File: src/rtl/fetch_npc_pkg.sv
// Shared definitions for the fetch stage: next-PC select encodings, nop word, reset PC.
// Latency: n/a (constants and a pure function only).
// Backpressure: n/a.
package fetch_npc_pkg;

    // D-stage next-PC select; encodings with bit 2 set are reserved and fall back to pc+4
    localparam logic [2:0] NPC_SEQ = 3'b000;
    localparam logic [2:0] NPC_BR  = 3'b001;
    localparam logic [2:0] NPC_J   = 3'b010;
    localparam logic [2:0] NPC_JR  = 3'b011;

    localparam logic [31:0] NOP              = 32'h0000_0000;
    localparam logic [31:0] DEFAULT_RESET_PC = 32'h0000_3000;

    // Branch target relative to the delay slot: d_pc + 4 + sign_ext(imm16) * 4, modulo 2^32
    function automatic logic [31:0] br_target(input logic [31:0] br_pc, input logic [15:0] imm16);
        br_target = br_pc + 32'd4 + {{14{imm16[15]}}, imm16, 2'b00};
    endfunction

endpackage

File: src/rtl/fetch_npc_npc_calc.sv
// Next-PC selection from F-stage pc and IF/ID contents (seq / branch / j / jr).
// Latency: purely combinational.
// Backpressure: none; stalling is applied by the registers that consume npc.
// Ports: pc, d_pc, instr_idx (IF/ID instr[25:0]), npc_op, cmp_out, rs_fwd in; npc out.
module npc_calc
    import fetch_npc_pkg::*;
(
    input  logic [31:0] pc,
    input  logic [31:0] d_pc,
    input  logic [25:0] instr_idx,
    input  logic [2:0]  npc_op,
    input  logic        cmp_out,
    input  logic [31:0] rs_fwd,
    output logic [31:0] npc
);

    logic [31:0] pc_plus4;
    logic [31:0] d_pc_plus4;

    assign pc_plus4   = pc + 32'd4;
    assign d_pc_plus4 = d_pc + 32'd4;

    always_comb begin
        npc = pc_plus4;
        case (npc_op)
            NPC_SEQ: npc = pc_plus4;
            NPC_BR:  npc = cmp_out ? br_target(d_pc, instr_idx[15:0]) : pc_plus4;
            // Region bits come from the delay-slot address, not the jump's own PC
            NPC_J:   npc = {d_pc_plus4[31:28], instr_idx, 2'b00};
            // Register target is taken as-is; no alignment check
            NPC_JR:  npc = rs_fwd;
            default: npc = pc_plus4;
        endcase
    end

endmodule

File: src/rtl/fetch_npc.sv
// Fetch PC register, IF/ID register and next-PC select with MIPS delay-slot redirect.
// Latency: redirect decided in D at cycle n appears on pc at n+1; IF/ID is one register stage.
// Backpressure: stall=1 holds pc and IF/ID; this block never generates stalls.
// Ports: clk, reset (async active-low), stall, im_instr, cmp_out, npc_op, likely, rs_fwd in;
//        pc, d_instr, d_pc, d_pc8 out.
// Optional feature: BRANCH_LIKELY_EN nullifies the delay slot of a not-taken branch-likely.
module fetch_npc
    import fetch_npc_pkg::*;
#(
    parameter logic [31:0] RESET_PC = DEFAULT_RESET_PC
) (
    input  logic        clk,
    input  logic        reset,
    input  logic        stall,
    input  logic [31:0] im_instr,
    input  logic        cmp_out,
    input  logic [2:0]  npc_op,
    input  logic        likely,
    input  logic [31:0] rs_fwd,
    output logic [31:0] pc,
    output logic [31:0] d_instr,
    output logic [31:0] d_pc,
    output logic [31:0] d_pc8
);

    logic [31:0] npc;
    logic        nullify;

    npc_calc u_npc_calc (
        .pc        (pc),
        .d_pc      (d_pc),
        .instr_idx (d_instr[25:0]),
        .npc_op    (npc_op),
        .cmp_out   (cmp_out),
        .rs_fwd    (rs_fwd),
        .npc       (npc)
    );

`ifdef BRANCH_LIKELY_EN
    // Not-taken branch-likely: the delay-slot word is replaced by a nop on its way into IF/ID
    assign nullify = (npc_op == NPC_BR) && likely && !cmp_out;
`else
    logic unused_likely;
    assign unused_likely = likely;
    assign nullify       = 1'b0;
`endif

    always_ff @(posedge clk or negedge reset) begin
        if (!reset) begin
            pc      <= RESET_PC;
            d_instr <= NOP;
            d_pc    <= RESET_PC;
        end else if (!stall) begin
            pc      <= npc;
            d_instr <= nullify ? NOP : im_instr;
            d_pc    <= pc;
        end
    end

    // Link value for jal/jalr: skip the branch and its delay slot
    assign d_pc8 = d_pc + 32'd8;

endmodule

File: config.mk
export PLATFORM = sky130hd
export DESIGN_NAME = fetch_npc
export DESIGN_NICKNAME = d
export VERILOG_FILES = /design/src/rtl/fetch_npc_pkg.sv /design/src/rtl/fetch_npc_npc_calc.sv /design/src/rtl/fetch_npc.sv
export SDC_FILE = /design/constraint.sdc
export NUM_CORES = 1
export LEC_CHECK = 0
export ABC_AREA = 1
export CAP_MARGIN = 0
export CORE_AREA = 2 2 127 159
export DETAILED_ROUTE_END_ITERATION = 10
export DIE_AREA = 0 0 129 161
export PLACE_DENSITY = 0.72
export SYNTH_ARGS = -nofsm -noshare
export SYNTH_HDL_FRONTEND = slang
export SYNTH_SLANG_ARGS = --single-unit
File: constraint.sdc
create_clock -name clk -period 3.56 [get_ports clk]
set_input_delay 0.712 -clock clk [delete_from_list [all_inputs] [get_ports clk]]
set_output_delay 0.712 -clock clk [all_outputs]
set_load 0.1 [all_outputs]
# == Word-level counts from Yosys, hierarchy flattened ==
# Cells that the tools add are included.
# totals
latch_bits,0
mem_bits_rw,0
regBits,96
elab_cells,12
romBits,0
output_inout_bits,128
mem_count,0
input_bits,72
# op_classes
eq_ne,3
n_shift,0
addsub,4
reduce_logical,0
bitwise_logic,0
div_mod_pow,0
muxes,2
order_cmp,0
mul,0
# ops
cell,n
$pmux 32 s3,1
$add 32x3->32 const B,2
$add 32x32->32,1
$add 32x4->32 const B,1
$mux 32,1
$eq 3x2->1 const B,2
$eq 3x1->1 const B,1

# == Depth between registers and ports, before layout ==
# depth
depth_word,4
ltp_mapped,26
mapped_depth_nobuf,25

# == Hierarchy ==
# Synthesis repeated with hierarchy kept, for this count alone.
# unflattened
cells_unflattened,1393
area_unflattened_um2,9056.2
# modules_own_cells
module,cells_per_inst,n_inst,area_per_inst_um2,seq_area_each_um2
npc_calc,918,1,4664.5,0.0
fetch_npc,475,1,4391.7,2407.3

# == Worst setup path after synthesis ==
# OpenSTA, ideal clock, no wires.
# synth_path
path_type,register -> output
from,reg d_pc[3]
to,out d_pc8[26]
t_arrival_ps,4243
path_buffers,0
setup_slack_ps,-1395
path_stages_with_launch,11
required_time_ps,2848
path_cell_list,dfrtp_1 > inv_1 > nor2_1 > inv_1 > nor2_2 > inv_1 > nor2_2 > inv_1 > nor3_2 > nand2_1 > xnor2_1
# synth_via
elab_chain_cells,1
# synth_rtl
item,line_no,rtl
"start, declared",fetch_npc.sv:22,"output logic [31:0] d_pc,"
"start signal, assigned",fetch_npc.sv:56,d_pc <= pc;
$add 32x4->32,fetch_npc.sv:61,assign d_pc8 = d_pc + 32'd8;
"end, declared",fetch_npc.sv:23,output logic [31:0] d_pc8
# Every way passes these cells.

# == Final worst setup path ==
# layout_path
from,reg d_pc[12]
to,reg pc[29]
# layout_via
elab_chain_cells,4
# layout_rtl
item,line_no,rtl
$add 32x3->32 *,"fetch_npc_pkg.sv:17, fetch_npc_npc_calc.sv:21",
$add 32x32->32,fetch_npc_pkg.sv:17,"br_target = br_pc + 32'd4 + {{14{imm16[15]}}, imm16, 2'b00};"
$mux 32,fetch_npc_npc_calc.sv:27,"NPC_BR: npc = cmp_out ? br_target(d_pc, instr_idx[15:0]) : pc_plus4;"
$pmux 32 s3 *,fetch_npc_npc_calc.sv:25,case (npc_op)
"end signal, assigned",fetch_npc.sv:54,pc <= npc;
"end, declared",fetch_npc.sv:20,"output logic [31:0] pc,"
# Every way passes the cells marked *; elsewhere a longest branch is shown, timed or not.
# A chain may end at the register's enable or synchronous reset.

==> impl_summary.txt <==
----------------------------------------------------
[Run]
  Maximum Capacitance Violations ... 0

[Floorplanning]
  Die outline area ... 20800 sq um
  Initial core utilization ... 44.1%
  DIE HEIGHT ... 161 microns
  Placeable Area ... 19300 sq um
  Number of ports placed on the die boundary ... 200
  Row cnt ... 57
  Die Width ... 129 microns

[Yosys]
  Top-area cell type share of the netlist area ... 27.0%
  Most instantiated flip-flop cell in the synthesis netlist ... dfrtp_1
  FF+latch count, synth ... 96
  Syn. warnings ... 0
  Cell area after technology mapping ... 8530 sq um
  Syn Nets ... 1451
  Post-Synthesis Cells ... 1340
  Proportion of register bits with asynchronous set or reset after synthesis ... 100%
  Share of the yosys chip area belonging to registers ... 28.2%
  Biggest area consumer among synthesized cells ... dfrtp_1
  Number of enable-type register cells in the synthesized netlist ... 0
  Mean instance size in the synthesized netlist ... 6.36 sq um
  Number of distinct library cell variants in the gate-level netlist after synthesis ... 51
  Dominant cells by area after synthesis ... dfrtp_1, nand2_1, inv_1

[Place]
  Worst slack, placed ... 184 ps
  Last weighted congestion value of the routability-driven placer ... 1.01
  Total half-perimeter wirelength after legalization and detailed placement ... 25.8 mm
  # placed instances ... 1797
  Count of buffers from port buffering ... 198
  Area after detailed placement ... 11100 sq um

[Setup path]
  Critical R2R Launch ... d_pc[12]
  Maximum fanout along the worst path ... 5
  Start point of the critical path ... d_pc[12]
  Arrival time at the worst endpoint ... 3570 ps
  Endpoint type of the worst setup path ... flip-flop
  Required time of the critical path ... 3830 ps
  Critical path class ... reg -> reg
  Crit path launch type ... flip-flop
  Critical Path Slowest Stage Cell ... dfstp_4
  Ordered cell list for the critical path ... nand2_1, nor2_2, nand4_1, buf_4, nor4_2, nand2_1, xor2_1, ha_1, nand2_1, nor2_2, nand3_1, nor3_2, nand2_1, nand2_1, nand2_1, nand3_1, nand3_1, nand2_1, inv_1
  Max incr delay on CP ... 640 ps
  Cell occurring most often along the worst timing path ... nand2_1

[Layout]
  Layout Area Growth over Synthesis ... 35.0%
  Commonest non-fill, non-tap cell in the layout ... nand2_1
  Count of nets after finishing ... 1655
  Fraction of layout cells with a size suffix above 1 ... 16.2%
  Filler Cells Inserted ... 1920
  Area of all placed cells without fillers ... 11500 sq um
  Most frequent cells in the layout ... nand2_1, inv_1, buf_4
  Final core utilization ... 59.5%
  Antenna Diode Count ... 0
  Filler-free cell count of the finished design ... 1814

[Worst hold path]
  Min-delay src ... d_instr[31]
  Min-Delay Path Class ... reg -> reg

[Timing]
  Fraction of the cycle the final worst path needs ... 92.7%
  Setup ws final ... 261 ps
  Setup Skew ... 15.2 ps
  Achievable frequency ... 303 MHz
  Worst-margin pin slew ... 1090 ps
  Fin. Hold Viols ... 0
  Minimum clock period ... 3300 ps
  Fin Hold WS ... 481 ps
  Final Slew Violations ... 0
  Setup total negative slack ... 0 ps
  # setup viols final ... 0
  RSZ-0062 raised after global routing ... false
  Worst rel slew slack ... 27.3%

[Route]
  TritonRoute pass-1 iters ... 5
  Routed wire per std cell ... 17.6 microns
  Number of design rule violations left after detail routing ... 0
  Final antenna-violating net count ... 0
  Vias per Instance ... 5.15
  Iteration-0 DRC count of the detailed router ... 494
  Total number of vias ... 9345
  Final Routed Wirelength ... 32.0 mm

[CTS]
  CTS clk-pin slew, worst paths ... 80 ps
  Clk sink count ... 96
  TritonCTS clock tree ... yes
  Source-to-sink clock delay at the later pin of the worst-skew pair ... 360 ps
  Number of buffers created by CTS ... 9
  Clk root buf ... clkbuf_16
  Maximum level of the CTS H-tree ... 3
  CTS Buffer Depth ... 2

[Power and ir drop]
  Power Density ... 604 nW/um^2
  Overall power ... 6.95 mW
  Worst IR drop on VDD ... 412 uV
  Reported leakage power ... 5.71 nW

[Global routing]
  Maximum number of pins on one net before global-route repair ... 85
  Number of global-route vias before repair ... 9221
  Number of antenna violations at the first check in global routing ... 0
  Total gr overflow ... 0
  Global-route wire length before repair ... 49.7 mm
  Overall Global Routing Usage ... 31.4%

[Run status]
  Run status ... complete, no violations

----------------------------------------------------
[cell usage after synthesis (all sizes together) (15+ instances only)]
| master | number |
|---|---|
| ha | 38 |
| nor2 | 119 |
| xnor2 | 15 |
| clkbuf | 23 |
| nand4 | 17 |
| inv | 193 |
| a21oi | 58 |
| xor2 | 40 |
| nand2 | 451 |
| dfrtp | 92 |
| nor3 | 28 |
| a22oi | 24 |
| nand3 | 95 |
| o21ai | 79 |
[cell type report]
class / count / area [sq um] / area share, %
Multi-Input combinational cell: 1013 / 5590 / 48.6
Sequential cell: 96 / 2450 / 21.3
Timing Repair Buffer: 228 / 2090 / 18.1
Inverter: 196 / 739 / 6.43
Tap cell: 265 / 332 / 2.88
Clock buffer: 9 / 225 / 1.96
Clock inverter: 7 / 83.8 / 0.729
[kinds of logic (layout without fill, tap and decap cells)]
family	Yosys count	in the layout	share of synthesized area [%]
adders and majority gates	39	39	5.81
xor gates and xnor gates	55	55	5.65
buffers and inverters	231	440	10.4
AOI/OAI and AO/OA	188	188	12.6
DFF	96	96	28.2
and+or+nand+nor	728	728	36.9
muxes	3	3	0.352
[state kept, by name, indices dropped and copies added (netlist names)]
register / cells
d_instr: 32
d_pc: 32
pc: 32
[path summary, 6_finish.rpt]
kind / end / slack [ps] / depth (start not counted)
max: pc[29] / 260 / 19
min: d_instr[31] / 480 / 2
max reg2reg: pc[29] / 260 / 19
min reg2reg: d_instr[31] / 480 / 2
max in group asynchronous: d_pc[4] / 2190 / 1
min in group asynchronous: d_pc[0] / 540 / 1
[report_power, final]
group / switching, mW / total [mW] / internal (mW)
clock network: 0.494 / 1.05 / 0.560
registers: 0.311 / 1.59 / 1.28
logic: 3.23 / 4.31 / 1.08
[worst max-delay path, delay by kind of cell, from the launching register on]
family / cells / cell delay [ps]
simple gates: 15 / 1790
flops: 1 / 640
fa+ha+maj: 1 / 360
buf+inv: 2 / 240
xor+xnor: 1 / 180
[repair_timing]
action | CTS | global route
hold buffers | 0 | 0
setup endpoints to repair | 0 | 8
resized for setup | 0 | 14
setup buffers | 0 | 1
[per-layer routing]
layer  wire length (microns)  GRT usage, %  vias to the layer above
met5                       0             0                        -
met4                    1350          13.0                        0
met3                    1900          5.37                       58
met2                   15300          52.7                      341
met1                   13400          39.9                     4270
li1                        -             -                     4676
No activity file was read; power rests on OpenSTA's default activity.
